File: src/rtl/agc_gain_sequencer_if.sv
// agc_gain_sequencer_if: valid/ready handshake that carries the frame peak into the
// AGC gain sequencer. The peak tracker drives the master side.
interface agc_gain_sequencer_if;
   logic [15:0] peak;
   logic        peak_valid;
   logic        peak_ready;

   modport master (output peak, output peak_valid, input peak_ready);
   modport slave  (input peak, input peak_valid, output peak_ready);
endinterface

File: src/rtl/agc_gain_sequencer.sv
// agc_gain_sequencer: frames input samples, divides TARGET by the frame peak serially,
// and drives the UQ5.11 gain word. Define AGC_SLEW_EN to slew-limit the gain by STEP.
module agc_gain_sequencer #(
   parameter int          FRAME_LEN = 1024,
   parameter logic [15:0] TARGET    = 16'hF0A4,
   parameter logic [15:0] GAIN_MAX  = 16'hA000,
   parameter logic [15:0] STEP      = 16'h0040
) (
   input  logic                 clk,
   input  logic                 reset,
   input  logic                 enable,
   input  logic                 sample_en,
   output logic                 frame_start,
   agc_gain_sequencer_if.slave  pk,
   output logic [15:0]          gain,
   output logic                 gain_update,
   output logic                 busy
);

   localparam int            CW    = $clog2(FRAME_LEN);
   localparam logic [CW-1:0] LAST  = CW'(FRAME_LEN - 32'd1);
   localparam logic [15:0]   UNITY = 16'h0800;

   if (FRAME_LEN < 32'd2 || FRAME_LEN > 32'd65536 ||
       (FRAME_LEN & (FRAME_LEN - 32'd1)) != 32'd0 || STEP == 16'h0000) begin : g_param_check
      $error("agc_gain_sequencer: FRAME_LEN must be a power of two in 2..65536 and STEP nonzero");
   end

   typedef enum logic [1:0] {
      S_IDLE  = 2'd0,
      S_DIV   = 2'd1,
      S_CLAMP = 2'd2
   } state_t;

   state_t        r_state;
   logic [CW-1:0] r_cnt;
   logic          r_frame_start;
   logic [4:0]    r_bit_cnt;
   logic [15:0]   r_quot;
   logic [15:0]   r_rem;
   logic [15:0]   r_div;
   logic [15:0]   r_target;
   logic [15:0]   r_gain;
   logic          r_gain_update;
   logic          r_busy;
   logic          r_peak_ready;

   logic [16:0]   w_rem_sh;
   logic          w_ge;
   logic [15:0]   w_diff;
   logic [15:0]   w_g;
   logic [15:0]   w_clamp;
   logic          w_accept;
   logic [15:0]   w_gain_next;

   // r_quot starts as the dividend and shifts left as quotient bits enter at the bottom.
   assign w_rem_sh = {r_rem, r_quot[15]};
   assign w_ge     = (w_rem_sh >= {1'b0, r_div});
   assign w_diff   = w_rem_sh[15:0] - r_div;
   assign w_g      = (r_quot[15:5] != 11'd0) ? 16'hFFFF : {r_quot[4:0], 11'd0};
   assign w_clamp  = (w_g > GAIN_MAX) ? GAIN_MAX : w_g;
   assign w_accept = pk.peak_valid & r_peak_ready;

   // Sample counter and frame-boundary pulse.
   always_ff @(posedge clk or posedge reset) begin
      if (reset) begin
         r_cnt         <= {CW{1'b0}};
         r_frame_start <= 1'b0;
      end else begin
         r_frame_start <= 1'b0;
         if (sample_en && enable) begin
            if (r_cnt == LAST) begin
               r_cnt         <= {CW{1'b0}};
               r_frame_start <= 1'b1;
            end else begin
               r_cnt <= r_cnt + CW'(1);
            end
         end
      end
   end

   // Peak handshake, restoring divider and target register.
   always_ff @(posedge clk or posedge reset) begin
      if (reset) begin
         r_state      <= S_IDLE;
         r_bit_cnt    <= 5'd0;
         r_quot       <= 16'h0000;
         r_rem        <= 16'h0000;
         r_div        <= 16'h0000;
         r_target     <= UNITY;
         r_busy       <= 1'b0;
         r_peak_ready <= 1'b1;
      end else begin
         case (r_state)
            S_IDLE: begin
               if (w_accept) begin
                  r_div        <= pk.peak;
                  r_quot       <= TARGET;
                  r_rem        <= 16'h0000;
                  r_bit_cnt    <= 5'd0;
                  r_state      <= S_DIV;
                  r_busy       <= 1'b1;
                  r_peak_ready <= 1'b0;
               end
            end
            S_DIV: begin
               // After the 16th bit one more cycle settles the divide-by-zero result.
               if (r_bit_cnt == 5'd16) begin
                  if (r_div == 16'h0000) begin
                     r_quot <= 16'hFFFF;
                  end
                  r_state <= S_CLAMP;
               end else begin
                  r_rem     <= w_ge ? w_diff : w_rem_sh[15:0];
                  r_quot    <= {r_quot[14:0], w_ge};
                  r_bit_cnt <= r_bit_cnt + 5'd1;
               end
            end
            S_CLAMP: begin
               r_target     <= w_clamp;
               r_state      <= S_IDLE;
               r_busy       <= 1'b0;
               r_peak_ready <= 1'b1;
            end
            default: begin
               r_state      <= S_IDLE;
               r_busy       <= 1'b0;
               r_peak_ready <= 1'b1;
            end
         endcase
      end
   end

`ifdef AGC_SLEW_EN
   // Step the gain toward the current target once per sample, never overshooting.
   always_comb begin
      w_gain_next = r_gain;
      if (sample_en) begin
         if (r_target > r_gain) begin
            w_gain_next = ((r_target - r_gain) > STEP) ? (r_gain + STEP) : r_target;
         end else if (r_target < r_gain) begin
            w_gain_next = ((r_gain - r_target) > STEP) ? (r_gain - STEP) : r_target;
         end else begin
            w_gain_next = r_gain;
         end
      end else begin
         w_gain_next = r_gain;
      end
   end
`else
   // Without slew limiting the gain is a copy of the target, loaded on the same edge.
   always_comb begin
      w_gain_next = r_gain;
      if (r_state == S_CLAMP) begin
         w_gain_next = w_clamp;
      end else begin
         w_gain_next = r_target;
      end
   end
`endif

   // Gain register and its change strobe.
   always_ff @(posedge clk or posedge reset) begin
      if (reset) begin
         r_gain        <= UNITY;
         r_gain_update <= 1'b0;
      end else begin
         r_gain        <= w_gain_next;
         r_gain_update <= (w_gain_next != r_gain);
      end
   end

   assign frame_start   = r_frame_start;
   assign pk.peak_ready = r_peak_ready;
   assign gain          = r_gain;
   assign gain_update   = r_gain_update;
   assign busy          = r_busy;

endmodule

File: src/flat_wrapper.sv
// flat-port wrapper written by rule: the top's interface ports become plain ports
module agc_gain_sequencer_flat 
#(
   parameter int          FRAME_LEN = 1024,
   parameter logic [15:0] TARGET    = 16'hF0A4,
   parameter logic [15:0] GAIN_MAX  = 16'hA000,
   parameter logic [15:0] STEP      = 16'h0040
)
  (clk, reset, enable, sample_en, frame_start, gain, gain_update, busy, pk_peak, pk_peak_valid, pk_peak_ready);
  agc_gain_sequencer_if pk_i ();
  input  logic clk;
  input  logic reset;
  input  logic enable;
  input  logic sample_en;
  output logic frame_start;
  output logic [15:0] gain;
  output logic gain_update;
  output logic busy;
  input wire logic [$bits(pk_i.peak)-1:0] pk_peak;
  input wire logic [$bits(pk_i.peak_valid)-1:0] pk_peak_valid;
  output wire logic [$bits(pk_i.peak_ready)-1:0] pk_peak_ready;
  assign pk_i.peak = pk_peak;
  assign pk_i.peak_valid = pk_peak_valid;
  assign pk_peak_ready = pk_i.peak_ready;
  agc_gain_sequencer #(.FRAME_LEN(FRAME_LEN), .TARGET(TARGET), .GAIN_MAX(GAIN_MAX), .STEP(STEP)) u_core (.clk(clk), .reset(reset), .enable(enable), .sample_en(sample_en), .frame_start(frame_start), .pk(pk_i), .gain(gain), .gain_update(gain_update), .busy(busy));
endmodule
File: config.mk
export PLATFORM = sky130hd
export DESIGN_NAME = agc_gain_sequencer_flat
export DESIGN_NICKNAME = d
export VERILOG_FILES = /design/src/rtl/agc_gain_sequencer_if.sv /design/src/rtl/agc_gain_sequencer.sv /design/src/flat_wrapper.sv
export SDC_FILE = /design/constraint.sdc
export NUM_CORES = 1
export LEC_CHECK = 0
export BUFFER_PORTS_ARGS = -buffer_cell sky130_fd_sc_hd__buf_2
export CORE_ASPECT_RATIO = 1.75
export CORE_UTILIZATION = 60
export DETAILED_ROUTE_END_ITERATION = 12
export PLACE_DENSITY = 0.8
export SLEW_MARGIN = 20
export SYNTH_ARGS = -nofsm -noshare
export SYNTH_HDL_FRONTEND = slang
export SYNTH_SLANG_ARGS = --single-unit
File: constraint.sdc
create_clock -name clk -period 3.7 [get_ports clk]
set_input_delay 0.74 -clock clk [delete_from_list [all_inputs] [get_ports clk]]
set_output_delay 0.74 -clock clk [all_outputs]
set_load 0.01 [all_outputs]
==> metrics.md, run 1 <==
| Metric | Value |
|---|---|
| Outcome | `complete, no violations` |
| 1st-pass router iterations | `4` |
| Proportion of synthesized area in mux cells | `0.00436` |
| Maximum buffer depth of the clock tree | `2` |
| Setup violators final | `0` |
| Clock Sinks | `85` |
| DRC | `0` |
| Synth Area in Adders | `0.0562` |
| Largest family of logic cells by synthesized area | `simple AND/OR/NAND/NOR gates` |
| Post-synthesis cell type count | `57` |
| Htree depth | `3` |
| ANT nets after route | `0` |
| CP Capture Type | `flip-flop` |
| Avg Cell Area, Syn | `9.14 um2` |
| Min Tclk post-route | `2680 ps` |
| Simple-Gate Fraction of Synth Area | `0.202` |
| Boundary Pins | `41` |
| DRT iter0 DRCs | `194` |
| Inst Count DP | `613` |
| Total Die Area | `8010 um2` |
| Area grow syn2layout | `12.9%` |
| Slew @ Worst Pin | `898 ps` |
| Critical-path maximum fanout | `17` |
| CTS Buf Count | `9` |
| Setup Total Neg Slack | `0 ps` |
| Synth Warn # | `0` |
| CORE AREA | `7280 um2` |
| WL final | `10700 um` |
| Via density per instance | `6.17` |
| Final hold vios | `0` |
| Relative slew slack | `0.397` |
| Post-Syn Nets | `543` |
| Initial antenna violation count | `0` |
| Die H | `118 um` |
| Layout Skew | `7.07 ps` |
| Vias in the first global route | `3891` |
| Final period utilization | `0.725` |
| PnR Total Power | `0.00537 W` |
| Hold crit path type | `input pin to async pin` |
| Nets | `579` |
| Via count | `3876` |
| Reg clk slew, reported paths | `60 ps` |
| Final Max Tran Viols | `0` |
| Gp weighted congestion | `0.952` |
| Unrepaired setup endpoints after global routing | `false` |
| Crit start category | `flip-flop` |
| Clk Latency, worst-skew pair | `340 ps` |
| GRT Overall Usage | `0.290` |
| # resized after CTS | `0` |
| Die span in x | `68.1 um` |
| Starting Density | `0.630` |
| Synth Register Bits | `85` |
| Synth Area in XOR/XNOR | `0.0401` |
| Post-synth EDFFs | `0` |
| Post-CTS Setup Repair Bufs | `0` |
| Num rows | `41` |
| Post-Syn Instances | `502` |
| Leak | `2.41 nW` |
| Placed instance area | `4860 um2` |
| Layout cell share with drive strength beyond 1 | `0.135` |
| Grt ovf | `0` |
| # Max-Cap Violations | `0` |
| Detailed placement HPWL | `7690 um` |
| CTS tree | `built` |
| Post-synthesis sequential area ratio | `0.464` |
| Asr flop ratio synth | `1.00` |
| WP data arrival | `2850 ps` |
| Kind of critical path | `flip-flop to flip-flop` |
| Hold-fix buffers at CTS | `0` |
| Fmax | `0.373 GHz` |
| Final Non-Filler Cells | `628` |
| Root buffer selected by CTS | `clkbuf_16` |
| Largest net degree at the start of global routing | `46` |
| Post-route cell area | `5180 um2` |
| I/O Buffers | `40` |
| Fillers | `573` |
| Top_reg_cell synth | `dfrtp_1` |
| Cell area after synthesis | `4590 um2` |
| PD cells | `1040 nW/um2` |
| VDD IR max | `0.000557 V` |
| Critical path required time | `3870 ps` |
| Final Core Density | `0.711` |
| Number of diodes | `0` |
| Synth Area in Compound Gates | `0.191` |
| First-pass GRT wire length | `17600 um` |
| WL/cell | `17.0 um` |
layer usage:
metal  share of wire  vias up  global-route usage
met5               0        -                   0
met3           0.035       24              0.0475
met2            0.54      104               0.496
li1                -     1870                   -
met4           0.031        0               0.158
met1            0.39     1878               0.327
registers in the layout, summed over array words and instances, names as in the netlist:
name                  flops
u_core.gain              16
u_core.frame_start        1
u_core.r_quot            16
u_core.r_cnt             10
u_core.r_bit_cnt          5
u_core.r_div             16
u_core.gain_update        1
u_core.r_state            2
u_core.r_rem             16
u_core.pk.peak_ready      1
u_core.busy               1
cell usage after synthesis, types with 2 or more instances:
| master | count | area, um2 |
|---|---|---|
| nor2_1 | 28 | 105 |
| o211a_1 | 2 | 20.0 |
| xor2_1 | 11 | 96.3 |
| nor3_1 | 8 | 40.0 |
| clkbuf_1 | 16 | 60.1 |
| xnor2_1 | 10 | 87.6 |
| or2_2 | 3 | 18.8 |
| o21bai_1 | 2 | 15.0 |
| o311ai_0 | 3 | 26.3 |
| o22a_1 | 5 | 43.8 |
| nand4_1 | 6 | 37.5 |
| dfrtp_1 | 83 | 2080 |
| and2_1 | 13 | 81.3 |
| nand2_1 | 75 | 282 |
| a21oi_1 | 23 | 115 |
| o211ai_1 | 12 | 90.1 |
| o21ai_0 | 48 | 240 |
| a21o_1 | 3 | 22.5 |
| and3_1 | 5 | 31.3 |
| ha_1 | 19 | 238 |
| nor4_1 | 13 | 81.3 |
| nand3_1 | 24 | 120 |
| a211o_1 | 2 | 17.5 |
| o31ai_1 | 4 | 30.0 |
| dfstp_2 | 2 | 52.6 |
| o22ai_1 | 2 | 12.5 |
| nand2b_1 | 5 | 31.3 |
| buf_2 | 3 | 15.0 |
| a31oi_1 | 3 | 18.8 |
| o21a_1 | 5 | 37.5 |
| a32o_1 | 2 | 20.0 |
| inv_1 | 28 | 105 |
| mux2i_1 | 2 | 20.0 |
| a41oi_1 | 2 | 17.5 |
| o221ai_1 | 5 | 43.8 |
| nor2b_1 | 3 | 18.8 |
| a211oi_1 | 2 | 15.0 |
worst paths after layout:
path	from	to	slack, ps	cells after the start
setup / recovery	u_core.r_bit_cnt[0]$_DFFE_PP0P_	u_core.r_quot[8]$_DFFE_PP0P_	1020	7
hold / removal	reset	u_core.r_div[12]$_DFFE_PP0P_	300	2
setup reg to reg	u_core.r_bit_cnt[0]$_DFFE_PP0P_	u_core.r_quot[8]$_DFFE_PP0P_	1020	7
hold reg to reg	u_core.r_cnt[8]$_DFFE_PP0P_	u_core.r_cnt[8]$_DFFE_PP0P_	490	1
max in group asynchronous	reset	u_core.r_bit_cnt[2]$_DFFE_PP0P_	2590	3
min in group clk	u_core.r_cnt[8]$_DFFE_PP0P_	u_core.r_cnt[8]$_DFFE_PP0P_	490	1
placed cells by master (no fill, tap or decap), types with 3 or more instances in the layout:
cell | netlist | final
nor3_1 | 8 | 8
or2_2 | 3 | 3
nor2_1 | 28 | 28
ha_1 | 19 | 19
and3_1 | 5 | 5
clkbuf_16 | 0 | 9
o311ai_0 | 3 | 3
xnor2_1 | 10 | 10
a21oi_1 | 23 | 23
nand2_1 | 75 | 75
buf_4 | 0 | 5
and2_1 | 13 | 13
nand3_1 | 24 | 24
nor2b_1 | 3 | 3
nand4_1 | 6 | 6
buf_2 | 3 | 40
o211ai_1 | 12 | 12
a21o_1 | 3 | 3
o221ai_1 | 5 | 5
o21a_1 | 5 | 5
a31oi_1 | 3 | 3
o22a_1 | 5 | 5
dfrtp_1 | 83 | 83
inv_1 | 28 | 27
nand2b_1 | 5 | 5
o31ai_1 | 4 | 4
xor2_1 | 11 | 11
o21ai_0 | 48 | 48
nor4_1 | 13 | 13
worst max-delay path: stages, from the launching register on:
cell and delay (ps):
dfrtp_1 420, inv_1 70, ha_1 140, nand2_1 60, nor3_1 690, a21oi_1 190, nor2_1 700, o21ai_0 240
layout make-up:
class | count | area (um2) | share of cell area
well taps | 86 | 108 | 0.0208
clock buffers | 11 | 243 | 0.0469
multi-input cells | 369 | 2280 | 0.441
repair buffers | 45 | 238 | 0.0459
inverters | 28 | 106 | 0.0205
flip-flops and latches | 85 | 2130 | 0.411
clock inverters | 4 | 72.6 | 0.0140
through the flow:
step           hold WS [ps]  setup WS (ps)
2_1_floorplan           439            770
3_3_place_gp            457           1200
3_5_place_dp            484           1020
4_1_cts                 300           1010
5_1_grt                 319            695
6_report                303           1020
kinds of logic (layout without fill, tap and decap cells):
group	after synthesis	after routing
AND/OR/NAND/NOR	192	192
AO/OA/AOI/OAI	134	134
flip-flops	85	85
buffers and inverters	48	88
XOR/XNOR	21	21
adder cells (fa/ha/maj)	20	20
multiplexers	2	2
power by group:
group	switching, W	internal [W]
clock	0.000349	0.000605
combinational	0.00173	0.00113
sequential	0.000287	0.00127
total	0.00237	0.00300
Power figures use the tool's default switching activity.
==> inputs of run 2 (changes only) <==
- clock period: 3.7 -> 2.5 ns (I/O delays scaled with it)
==> metrics.md, run 2 (same netlist as run 1, synthesis figures left out) <==
| Metric | Value |
|---|---|
| Die H | `118 um (unchanged)` |
| Boundary Pins | `41 (unchanged)` |
| # Max-Cap Violations | `0 (unchanged)` |
| CTS Buf Count | `9 (unchanged)` |
| Maximum buffer depth of the clock tree | `2 (unchanged)` |
| Grt ovf | `0 (unchanged)` |
| Most frequent cells in the layout | `dfrtp_1 (83), nand2_1 (75), o21ai_0 (48), buf_2 (40)` |
| Root buffer selected by CTS | `clkbuf_16` |
| Pre-CTS setup slack | `70.7 ps (-953 ps)` |
| Crit start category | `flip-flop` |
| GRT Overall Usage | `0.306 (+0.0153)` |
| WL final | `11200 um (+4.6%)` |
| ANT nets after route | `0 (unchanged)` |
| 1st-pass router iterations | `4 (unchanged)` |
| Layout Skew | `8.07 ps (+1.00 ps)` |
| CTS tree | `built` |
| Die span in x | `68.1 um (unchanged)` |
| WL/cell | `17.5 um (+2.8%)` |
| Kind of critical path | `flip-flop to flip-flop` |
| Reg area | `2130 um2 (unchanged)` |
| CP peak stage delay | `430 ps (-270 ps)` |
| Commonest non-fill, non-tap cell in the layout | `dfrtp_1` |
| Hold crit path type | `input pin to async pin` |
| Fmax | `0.419 GHz (+13%)` |
| Footprint of the multi-input gates | `2320 um2 (+1.6%)` |
| Relative slew slack | `0.539 (+0.143)` |
| Final worst slack | `115 ps (-901 ps)` |
| Num rows | `41 (unchanged)` |
| Reg clk slew, reported paths | `70 ps (about the same)` |
| Cell Chain, Critical Path | `ha_1 -> fa_1 -> nor2b_2 -> o31a_1 -> a21oi_1 -> a31oi_2 -> xnor2_1 -> o221ai_1` |
| Htree depth | `3 (unchanged)` |
| Clk Latency, worst-skew pair | `340 ps (about the same)` |
| Detailed placement HPWL | `7860 um (+2.2%)` |
| Cell family with most CP delay | `compound AO/OA/AOI/OAI gates` |
| Area grow syn2layout | `16.0%` |
| Fillers | `561 (-2.1%)` |
| Critical path required time | `2710 ps (-1160 ps)` |
| Via count | `3962 (+2.2%)` |
| Final period utilization | `0.954 (+0.229)` |
| Final hold vios | `0 (unchanged)` |
| DRC | `0 (unchanged)` |
| Layout cell share with drive strength beyond 1 | `0.168 (+0.0335)` |
| Placed instance area | `4940 um2 (+1.5%)` |
| Largest net degree at the start of global routing | `86 (+87%)` |
| Number of diodes | `0 (unchanged)` |
| Unrepaired setup endpoints after global routing | `true` |
| VDD IR max | `0.000889 V (+60%)` |
| Outcome | `complete, no violations` |
| Total Die Area | `8010 um2 (unchanged)` |
| Inst Count DP | `621 (+1.3%)` |
| CORE AREA | `7280 um2 (unchanged)` |
| Hold_ws | `273 ps (-29.4 ps)` |
| Nets | `589 (+1.7%)` |
| Slew @ Worst Pin | `687 ps (-211 ps)` |
| Initial antenna violation count | `0 (unchanged)` |
| Via density per instance | `6.20 (+0.46%)` |
| Leak | `2.48 nW (+2.7%)` |
| Vias in the first global route | `4033 (+3.6%)` |
| CP Capture Type | `flip-flop` |
| Clock Sinks | `85 (unchanged)` |
| Min Tclk post-route | `2380 ps (-299 ps)` |
| Gp weighted congestion | `0.971 (+2.0%)` |
| Final Max Tran Viols | `0 (unchanged)` |
| DRT iter0 DRCs | `238 (+23%)` |
| I/O Buffers | `40 (unchanged)` |
| Setup violators final | `0 (unchanged)` |
| Slowest CP cell | `fa_1` |
| First-pass GRT wire length | `18600 um (+5.5%)` |
| Buf/Inv on CP | `0 (-1)` |
| Final Non-Filler Cells | `639 (+1.8%)` |
| Starting Density | `0.630 (unchanged)` |
| WP data arrival | `2590 ps (-260 ps)` |
| PD cells | `1570 nW/um2 (+51%)` |
| Post-route cell area | `5320 um2 (+2.8%)` |
| Setup Total Neg Slack | `0 ps (unchanged)` |
| Critical-path maximum fanout | `5 (-12)` |
-- run 2: final timing paths --
path / endpoint / depth (start not counted) / slack [ps] / start
worst max-delay path: u_core.r_rem[14]$_DFFE_PP0P_ / 8 / 120 / u_core.r_div[0]$_DFFE_PP0P_
worst min-delay path: u_core.r_quot[13]$_DFFE_PP0P_ / 3 / 270 / reset
worst max register to register: u_core.r_rem[14]$_DFFE_PP0P_ / 8 / 120 / u_core.r_div[0]$_DFFE_PP0P_
worst min register to register: u_core.r_cnt[8]$_DFFE_PP0P_ / 1 / 480 / u_core.r_cnt[8]$_DFFE_PP0P_
max in group asynchronous: u_core.gain[11]$_DFF_PP1_ / 3 / 1860 / reset
min in group clk: u_core.r_div[0]$_DFFE_PP0P_ / 3 / 350 / pk_peak[0]
-- run 2: layout make-up --
| type | instances | share of cell area |
|---|---|---|
| clock buffers | 10 | 0.0449 |
| clock inverters | 6 | 0.0176 |
| repair buffers | 55 | 0.0611 |
| well taps | 86 | 0.0202 |
| inverters | 28 | 0.0205 |
| multi-input cells | 369 | 0.435 |
| flip-flops and latches | 85 | 0.400 |
-- run 2: power breakdown --
part,total [W],switching [W],internal (W),leakage [nW]
clock,0.00147,0.000562,0.000911,0.160
sequential,0.00231,0.000435,0.00188,1.08
combinational,0.00456,0.00270,0.00185,1.23
total,0.00834,0.00370,0.00464,2.48
-- run 2: through the flow --
| step | utilization | power (W) |
|---|---|---|
| 2_1_floorplan | - | 0.00548 |
| 5_1_grt | 0.731 | 0.00896 |
| 6_report | 0.731 | 0.00834 |
| 4_1_cts | 0.723 | 0.00811 |
| 3_5_place_dp | 0.678 | 0.00658 |
| 3_3_place_gp | 0.678 | 0.00642 |
-- run 2: timing repair --
action / CTS / global route
endpoints found under the setup margin: 0 / 18
hold buffers: 0 / 0
gates resized for setup: 0 / 9
buffers inserted: 0 / 2
-- run 2: metal layers --
layer / share of wire / global-route usage / vias to the layer above
met3: 0.039 / 0.0378 / 26
met4: 0.034 / 0.155 / 0
met1: 0.38 / 0.333 / 1937
li1: - / - / 1880
met2: 0.55 / 0.546 / 119
met5: 0 / 0 / -
-- run 2: worst register-to-register path, delay by kind of cell, from the launching register on --
family / cells / cell delay, ps
AO/OA/AOI/OAI: 4 / 820
adder cells (fa/ha/maj): 2 / 690
flip-flops: 1 / 420
AND/OR/NAND/NOR: 1 / 160
XOR/XNOR: 1 / 160
